### src/rtl/rv32e_ifetch.sv
// RV32E instruction fetch unit: single-outstanding program-memory reader feeding a small prefetch FIFO.
// Optional feature: define IFETCH_MISALIGN_CHECK_EN to flag misaligned redirects via inst_misaligned.
module rv32e_ifetch #(
    parameter logic [31:0] RESET_PC = 32'h0000_0000,
    parameter int          DEPTH    = 2
) (
    input  logic        clk,
    input  logic        reset,
    input  logic        redirect_valid,
    input  logic [31:0] redirect_pc,
    output logic        mem_req,
    output logic [31:0] mem_addr,
    input  logic        mem_ack,
    input  logic [31:0] mem_rdata,
    output logic        inst_valid,
    output logic [31:0] inst_data,
    output logic [31:0] inst_pc,
    input  logic        inst_ready
`ifdef IFETCH_MISALIGN_CHECK_EN
    ,
    output logic        inst_misaligned
`endif
);

    localparam int            AW       = $clog2(DEPTH);
    localparam logic [AW:0]   FULL_CNT = (AW + 1)'(DEPTH);
    localparam logic [AW:0]   LAST_CNT = (AW + 1)'(DEPTH - 1);

    typedef enum logic [1:0] {S_IDLE, S_REQ, S_DROP} state_t;

    state_t      state_q, state_d;
    logic [31:0] fetch_ptr_q, fetch_ptr_d;
    logic        halted_q, halted_d;
    logic        mem_req_d;
    logic [31:0] mem_addr_d;
    logic        restart;

    logic [AW:0]   count_q, count_after_pop;
    logic [AW-1:0] rd_ptr_q, wr_ptr_q;
    logic [31:0]   pc_q   [DEPTH];
    logic [31:0]   data_q [DEPTH];

    logic        push, pop, bad_redirect;
    logic [31:0] redirect_ptr;

    assign redirect_ptr    = redirect_pc & ~32'h3;
    assign inst_valid      = (count_q != '0);
    assign pop             = inst_valid && inst_ready;
    // A redirect wins over a returning word: that word belongs to the abandoned stream.
    assign push            = (state_q == S_REQ) && mem_ack && !redirect_valid;
    assign count_after_pop = count_q - (AW + 1)'(pop);

`ifdef IFETCH_MISALIGN_CHECK_EN
    assign bad_redirect = redirect_valid && (redirect_pc[1:0] != 2'b00);
`else
    assign bad_redirect = 1'b0;
`endif

    always_ff @(posedge clk) begin
        if (!reset) begin
            state_q     <= S_IDLE;
            fetch_ptr_q <= RESET_PC;
            halted_q    <= 1'b0;
            mem_req     <= 1'b0;
            mem_addr    <= RESET_PC;
        end else begin
            state_q     <= state_d;
            fetch_ptr_q <= fetch_ptr_d;
            halted_q    <= halted_d;
            mem_req     <= mem_req_d;
            mem_addr    <= mem_addr_d;
        end
    end

    // NOTE: every output of this block gets a default first so no path leaves a latch behind.
    always_comb begin
        state_d     = state_q;
        fetch_ptr_d = fetch_ptr_q;
        halted_d    = halted_q;
        mem_req_d   = mem_req;
        mem_addr_d  = mem_addr;
        restart     = 1'b0;

        if (redirect_valid) begin
            fetch_ptr_d = redirect_ptr;
            halted_d    = bad_redirect;
        end

        unique case (state_q)
            S_IDLE: begin
                if (!redirect_valid && !halted_q && (count_after_pop < FULL_CNT)) begin
                    state_d    = S_REQ;
                    mem_req_d  = 1'b1;
                    mem_addr_d = fetch_ptr_q;
                end
            end
            S_REQ: begin
                if (mem_ack && !redirect_valid) begin
                    fetch_ptr_d = fetch_ptr_q + 32'd4;
                    if (count_after_pop < LAST_CNT) begin
                        mem_addr_d = fetch_ptr_q + 32'd4;
                    end else begin
                        state_d   = S_IDLE;
                        mem_req_d = 1'b0;
                    end
                end else if (mem_ack) begin
                    restart = 1'b1;
                end else if (redirect_valid) begin
                    state_d = S_DROP;
                end
            end
            S_DROP: begin
                restart = mem_ack;
            end
            default: begin
                state_d   = S_IDLE;
                mem_req_d = 1'b0;
            end
        endcase

        // Discarded response: resume at the (possibly just redirected) pointer unless halted.
        if (restart) begin
            if (halted_d) begin
                state_d   = S_IDLE;
                mem_req_d = 1'b0;
            end else begin
                state_d    = S_REQ;
                mem_req_d  = 1'b1;
                mem_addr_d = fetch_ptr_d;
            end
        end
    end

    always_ff @(posedge clk) begin
        if (!reset) begin
            count_q  <= '0;
            rd_ptr_q <= '0;
            wr_ptr_q <= '0;
        end else if (redirect_valid) begin
            count_q  <= (AW + 1)'(bad_redirect);
            rd_ptr_q <= '0;
            wr_ptr_q <= AW'(bad_redirect);
        end else begin
            count_q  <= count_q + (AW + 1)'(push) - (AW + 1)'(pop);
            rd_ptr_q <= rd_ptr_q + AW'(pop);
            wr_ptr_q <= wr_ptr_q + AW'(push);
        end
    end

    // NOTE: FIFO storage is deliberately not reset; outputs are masked by inst_valid instead.
    always_ff @(posedge clk) begin
        if (bad_redirect) begin
            pc_q[0]   <= redirect_pc;
            data_q[0] <= '0;
        end else if (push) begin
            pc_q[wr_ptr_q]   <= mem_addr;
            data_q[wr_ptr_q] <= mem_rdata;
        end
    end

    assign inst_pc   = inst_valid ? pc_q[rd_ptr_q]   : '0;
    assign inst_data = inst_valid ? data_q[rd_ptr_q] : '0;

`ifdef IFETCH_MISALIGN_CHECK_EN
    logic mis_q [DEPTH];

    always_ff @(posedge clk) begin
        if (bad_redirect) begin
            mis_q[0] <= 1'b1;
        end else if (push) begin
            mis_q[wr_ptr_q] <= 1'b0;
        end
    end

    assign inst_misaligned = inst_valid ? mis_q[rd_ptr_q] : 1'b0;
`endif

endmodule

### config.mk
export PLATFORM = sky130hd
export DESIGN_NAME = rv32e_ifetch
export DESIGN_NICKNAME = d
export VERILOG_FILES = /design/src/rtl/rv32e_ifetch.sv
export SDC_FILE = /design/constraint.sdc
export NUM_CORES = 1
export LEC_CHECK = 0
export CORE_MARGIN = 2
export CORE_UTILIZATION = 53
export CTS_CLUSTER_DIAMETER = 120
export DETAILED_ROUTE_END_ITERATION = 7
export PLACE_DENSITY = 0.8
export SYNTH_ARGS = -nofsm -noshare
export SYNTH_HDL_FRONTEND = slang
export SYNTH_SLANG_ARGS = --single-unit
### constraint.sdc
create_clock -name clk -period 4.1 [get_ports clk]
set_clock_uncertainty 0.05 [all_clocks]
set_input_delay 0.41 -clock clk [delete_from_list [all_inputs] [get_ports clk]]
set_output_delay 0.41 -clock clk [all_outputs]
set_load 0.05 [all_outputs]
==> impl_results.md, run 1 <==
- Status: finished clean
- Initial antenna violation count: 0
- Min cycle time layout: around 3.1 ns
- Final worst-path cycle share: roughly three quarters
- Slew Limit Fails: 0
- CTS Buf Count: 17
- DRC: 0
- Netlist cell types: 60
- Max Freq: 321 MHz
- Vias: 7011
- DIE AREA: 0.0186 mm²
- Setup_tns: 0 ns
- Slew @ Worst Pin: 0.962 ns
- Filler cell count: 1303
- Die height: 136 µm
- Final Hold Vio Count: 0
- Final ANT Viol Nets: 0
- WP data arrival: 2.65 ns
- Warnings from Yosys: 0
- Register-to-Register Path Depth: 11
- Final Worst Setup Slack: 0.987 ns
- Synthesis-to-finish area growth: 25.5%
- Via density: between 5 and 6
- Pre-Repair DR Iteration Count: 6
- Hold_buf cts: 0
- Clk Latency, worst-skew pair: 0.43 ns
- Highest ir drop seen on vdd: 0.361 mV
- Io pins: 167
- Post-DP HPWL: 15300 µm
- RSZ-0062 raised after global routing: no
- Fin cells: 1214
- Share of layout cells above drive strength 1: under 10%
- Avg Cell Area, Syn: 11.0 µm²
- Fin area: 0.0117 mm²
- Post-synth EDFFs: 128
- CP Class: reg2out
- Cells after Synth: 846
- Worst-path clk slew: 0.07 ns
- Worst hold path depth: 1
- Placed cell count: 1182
- Crit start category: flip-flop
- Dpl ws: 0.873 ns
- Hold WC Path Type: reg2reg
- Ys flop type: edfxtp_1
- First-pass GRT wire length: 34400 µm
- Mapped cell area: 0.00929 mm²
- Slew margin rel.: between 30% and 40%
- Fin nets: 1054
- Total of max-cap violations: 0
- CTS tree: built
- WP data required: 3.64 ns
- Clk root buf: clkbuf_16
- DIE WIDTH: around 140 µm
- H-tree depth: 4
- Buffers on Ports: 164
- Drt wl/cell: 18.4 µm
- CP Capture Type: output pin
- Antenna diodes: 0
- Row count: 48
- #FFs+latches synth: 200
- Dpl cell area: 0.0111 mm²
- Final setup viols: 0
- CTS Sinks: 200
- Post-layout util: 67.7%
- Initial Util: 53.9%
- Post-cts gate resize count: 0
- Largest net degree at the start of global routing: 65
- Core area: 0.0172 mm²
- Detailed Route Iter0 Violations: about 700
- Syn nets: 924
- Max clock buf depth: 2
- Tot GR Track Use: around a quarter
- Final RePlAce weighted congestion: 0.951
- Routed WL: 22300 µm
- FF/Latch Area: 0.00529 mm²
- Post-CTS setup buffers: 0
- Grt total ovfl: 0
- FFs w/ async S/R, synth: 0%
- PwrDens: about 440 mW/mm²
- Leak: 3.92 nW
- Vias in the first global route: ~6500
- Area of the multi-input gates: about 0.0037 mm²
- Max Fanout on Critical Path: 40
- Seq/Total Area, Yosys: 56.9%
-- cell usage in the layout, fill, tap and decap left out, types with 5 or more instances in the layout --
cell type	instances
ha_1	7
nand2_1	66
o31ai_1	5
and3_1	11
o211a_1	9
edfxtp_1	128
mux2i_1	73
o21ai_0	46
nor4_1	10
clkdlybuf4s50_1	164
a221o_1	5
a221oi_1	28
and2_1	15
xor2_1	16
nor3_1	13
buf_4	13
nand3_1	23
xnor2_1	33
nor2_1	105
dfxtp_1	71
clkbuf_16	17
a21oi_1	23
nand2b_1	9
nand4_1	8
a31oi_1	6
inv_1	15
-- layout make-up --
cell class	instances	area share, %
flip-flops and latches	200	45.3
clock inverters	13	1.04
multi-input cells	561	31.6
repair buffers	180	15.4
inverters	16	0.515
well taps	225	2.41
clock buffers	19	3.71
-- sequential cells by signal, summed over array words and instances (netlist names) --
register and count:
state_q 2, mem_addr 32, wr_ptr_q 1, pc_q 64, halted_q 1, count_q 2
rd_ptr_q 1, fetch_ptr_q 32, data_q 64, mem_req 1
-- cell usage after synthesis (2+ instances only) --
cell	count	area, µm²
nor3_1	13	65.1
o32ai_1	2	17.5
nand3_1	23	115
a32o_1	2	20.0
clkbuf_2	2	10.0
a221oi_1	28	245
nand2_1	66	248
or4_1	2	15.0
o31ai_1	5	37.5
o21ai_1	2	10.0
o2bb2ai_1	2	17.5
o31a_1	3	26.3
and4_1	3	26.3
xor2_1	16	140
and2_1	15	93.8
nand2b_1	9	56.3
nor4_1	10	62.6
buf_2	8	40.0
o21ai_0	46	230
o211a_1	9	90.1
or2_2	4	25.0
and3_1	11	68.8
xnor2_1	33	289
a31oi_1	6	37.5
dfxtp_1	72	1440
nor2_1	106	398
mux2i_1	73	731
a221o_1	5	50.1
edfxtp_1	128	3840
a21oi_1	24	120
nand4_1	8	50.1
a22oi_1	2	15.0
clkbuf_1	48	180
buf_1	9	33.8
a211oi_1	4	30.0
ha_1	9	113
inv_1	15	56.3
-- critical path, cell delays in order (launching register included) --
cell             delay (ns)
dfxtp_4                0.83
buf_12                 0.30
mux2i_1                0.10
nor2_1                 0.15
clkdlybuf4s50_1        0.83
-- worst paths after layout --
path | startpoint | slack, ns | endpoint
max | rd_ptr_q | 0.99 | inst_data[31]
min | fetch_ptr_q[1] | 0.43 | mem_addr[1]
max reg2reg | count_q[1] | 1.06 | mem_addr[11]
min reg2reg | fetch_ptr_q[1] | 0.43 | mem_addr[1]
-- power by group --
part           leakage (nW)  switching [mW]  internal (mW)
sequential             1.77           0.121           2.29
combinational          1.88           0.710          0.396
clock                 0.265           0.728          0.844
-- per-layer routing --
| metal | up-vias | global-route usage [%] | routed length (µm) | share of wire, % |
|---|---|---|---|---|
| li1 | 3343 | - | - | - |
| met3 | 34 | 4.74 | 1760 | 7.9 |
| met4 | 0 | 6.77 | 377 | 1.7 |
| met5 | - | 0 | 0 | 0 |
| met1 | 3306 | 32.7 | 9600 | 43 |
| met2 | 328 | 39.6 | 10600 | 47 |
-- stage by stage --
step                      power [mW]  hold slack, ns
final                           5.09           0.429
after CTS                       5.10           0.433
after detailed placement        3.54           0.400
after global routing            5.27           0.456
after global placement          3.52           0.407
after floorplan                 3.15           0.384
-- cells by family after synthesis --
family | after synthesis | share of synthesized area, %
multiplexers | 73 | 7.86
AO/OA/AOI/OAI | 152 | 11.3
XOR/XNOR | 50 | 4.79
flip-flops | 200 | 56.9
AND/OR/NAND/NOR | 277 | 14.3
buffers and inverters | 85 | 3.69
adder cells (fa/ha/maj) | 9 | 1.21
No activity file was read; power rests on OpenSTA's default activity.
==> run 2, diff against run 1 <==
--- a/config.mk
+++ b/config.mk
@@ -6,10 +6,10 @@
 export NUM_CORES = 1
 export LEC_CHECK = 0
 export CORE_MARGIN = 2
-export CORE_UTILIZATION = 53
+export CORE_UTILIZATION = 48
 export CTS_CLUSTER_DIAMETER = 120
 export DETAILED_ROUTE_END_ITERATION = 7
-export PLACE_DENSITY = 0.8
+export PLACE_DENSITY = 0.77
 export SYNTH_ARGS = -nofsm -noshare
 export SYNTH_HDL_FRONTEND = slang
 export SYNTH_SLANG_ARGS = --single-unit
==> constraint.sdc (replaced) <==
create_clock -name clk -period 2.5 [get_ports clk]
set_clock_uncertainty 0.05 [all_clocks]
set_input_delay 0.25 -clock clk [delete_from_list [all_inputs] [get_ports clk]]
set_output_delay 0.25 -clock clk [all_outputs]
set_load 0.05 [all_outputs]
==> run 2 against run 1 <==
Final cell count increased by 6.2%. Sequential share of layout area decreased by 1.6 points. First-iteration DRC count decreased by 36%. Die area increased by 10%. Power increased by 75%. Clock power increased by 82%. Register-to-register slack got worse by 0.99 ns. Non-clock buffer count increased by 41. Global-route usage decreased by 0.73 points. Hold slack got worse by 0.081 ns. Critical endpoint is now mem_addr[26]. Largest power group unchanged. Highest routed layer unchanged.
==> impl_results.md, run 2 (synthesis gave the netlist of run 1 again) <==
- Status: finished clean
- Max Fanout on Critical Path: 13 (-68%)
- Highest ir drop seen on vdd: 0.499 mV (+38%)
- Grt total ovfl: 0 (unchanged)
- Hold Startpoint: mem_rdata[1]
- Via density: 5.55 (-3.8%)
- Dpl cell area: 0.0114 mm² (+2.2%)
- Buffers on Ports: 164 (unchanged)
- Synthesis-to-finish area growth: 30.1%
- Post-DP HPWL: 16700 µm (+9.1%)
- DIE AREA: 0.0205 mm² (+10%)
- CTS Buf Count: 17 (unchanged)
- Hold_buf cts: 0 (unchanged)
- Die height: 143 µm (+4.9%)
- CTS tree: built
- Post-layout util: 64.2% (-3.5 points)
- Pre-Repair DR Iteration Count: 5 (-1)
- Final worst-path cycle share: between 90% and 100%
- Routed WL: 23900 µm (+7.0%)
- Final ANT Viol Nets: 0 (unchanged)
- FF-to-FF Start: count_q[0]
- Overall power: 8.89 mW (+75%)
- Slew Limit Fails: 0 (unchanged)
- Regs by FF count: data_q x64, pc_q x64
- Share of layout cells above drive strength 1: 16.9% (+11 points)
- Leading cell types in the layout, fill and taps excluded: 128 x edfxtp_1, 109 x clkdlybuf4s50_1, 105 x nor2_1
- DIE WIDTH: 143 µm (+4.9%)
- Crit path from: count_q[0]
- PwrDens: 736 mW/mm² (+69%)
- Final RePlAce weighted congestion: 0.927 (-2.5%)
- Core area: 0.0188 mm² (+9.2%)
- Clk root buf: clkbuf_16
- WP data required: 2.76 ns (-0.88 ns)
- Vias in the first global route: 6911 (+6.4%)
- Crit start category: flip-flop
- Filler cell count: 1465 (+12%)
- Max clock buf depth: 2 (unchanged)
- Fin area: 0.0121 mm² (+3.6%)
- Slew @ Worst Pin: 0.566 ns (-0.397 ns)
- Antenna diodes: 0 (unchanged)
- Tot GR Track Use: 23.4% (-0.73 points)
- Largest net degree at the start of global routing: 65 (unchanged)
- Vias: 7158 (+2.1%)
- DRC: 0 (unchanged)
- Drt wl/cell: 18.5 µm (+0.77%)
- Max Freq: 411 MHz
- Final setup viols: 0 (unchanged)
- Commonest non-fill, non-tap cell in the layout: edfxtp_1
- Detailed Route Iter0 Violations: 459 (-36%)
- Clk Latency, worst-skew pair: 0.43 ns (about the same)
- Io pins: 167 (unchanged)
- Min cycle time layout: 2.43 ns
- Hold WC Path Type: in2reg
- WP data arrival: 2.69 ns (+0.04 ns)
- Row count: 50 (+4.2%)
- Leak: 4.34 nW (+11%)
- CTS Sinks: 200 (unchanged)
- Placed cell count: 1256 (+6.3%)
- Fin nets: 1095 (+3.9%)
- First-pass GRT wire length: 36900 µm (+7.4%)
- Total of max-cap violations: 0 (unchanged)
- Worst-path clk slew: 0.07 ns (about the same)
- Fin cells: 1289 (+6.2%)
- CP Capture Type: flip-flop
- Initial antenna violation count: 0 (unchanged)
- H-tree depth: 4 (unchanged)
- Final Hold Vio Count: 0 (unchanged)
- Initial Util: 49.3% (-4.6 points)
- CP Class: reg2reg
- Slew margin rel.: 62.2% (+26 points)
-- run 2: cell count changes in the layout (fill, tap and decap cells not counted), sizes merged --
cell,previous run,this run
clkbuf,19,18
clkinvlp,2,1
bufinv,1,3
clkinv,7,4
clkdlybuf4s50,164,109
buf,16,109
dlymetal6s2s,0,2
inv,19,22
-- run 2: cell type report --
cell class | instances | area, µm² | area share [%]
Clock buffer | 17 | 425 | 3.52
Multi-Input combinational cell | 561 | 3760 | 31.1
Timing Repair Buffer | 221 | 2040 | 16.9
Inverter | 16 | 60.1 | 0.497
Clock inverter | 14 | 188 | 1.55
Tap cell | 260 | 325 | 2.69
Sequential cell | 200 | 5290 | 43.8
-- run 2: final timing paths --
path,to,slack [ns],cells past startpoint
hold / removal,data_q[1][1],0.35,1
hold reg to reg,mem_addr[0],0.43,1
setup reg to reg,mem_addr[26],0.07,11
setup / recovery,mem_addr[26],0.07,11
-- run 2: layer usage --
layer | part of all wire, % | vias up | GRT usage [%] | routed length (µm)
met5 | 0 | - | 0 | 0
met4 | 1.4 | 0 | 6.31 | 332
met3 | 6.5 | 29 | 5.13 | 1550
met2 | 47 | 242 | 38.2 | 11300
met1 | 45 | 3465 | 31.6 | 10700
li1 | - | 3422 | - | -
-- run 2: stage by stage --
step	hold WS [ns]	worst slack, ns	setup TNS, ns
3_5_place_dp	0.406	-0.112	-0.743
2_1_floorplan	0.299	-0.576	-73.77
3_3_place_gp	0.401	-0.0331	-0.0609
5_1_grt	0.320	-0.0177	-0.0376
6_report	0.348	0.0676	0
4_1_cts	0.329	0.0176	0
-- run 2: power by group --
part	internal (mW)	switching, mW	leakage [nW]
combinational	0.822	1.27	2.26
sequential	3.75	0.192	1.77
clock	1.60	1.26	0.300
-- run 2: critical path, cell delays in order, from the launching register on --
cell and delay [ns]:
dfxtp_2 0.34, nor2_4 0.13, inv_2 0.05, and2_1 0.18, ha_2 0.21, xnor2_4 0.25
nand2_2 0.11, a22o_4 0.30, buf_12 0.16, a221o_1 0.31, a22oi_2 0.17, a21oi_1 0.05
-- run 2: repair_timing --
action / CTS / global route
pin swaps: 0 / 5
gates resized for setup: 2 / 18
endpoints found under the setup margin: 11 / 20
gates cloned: 0 / 1
buffers inserted: 0 / 1
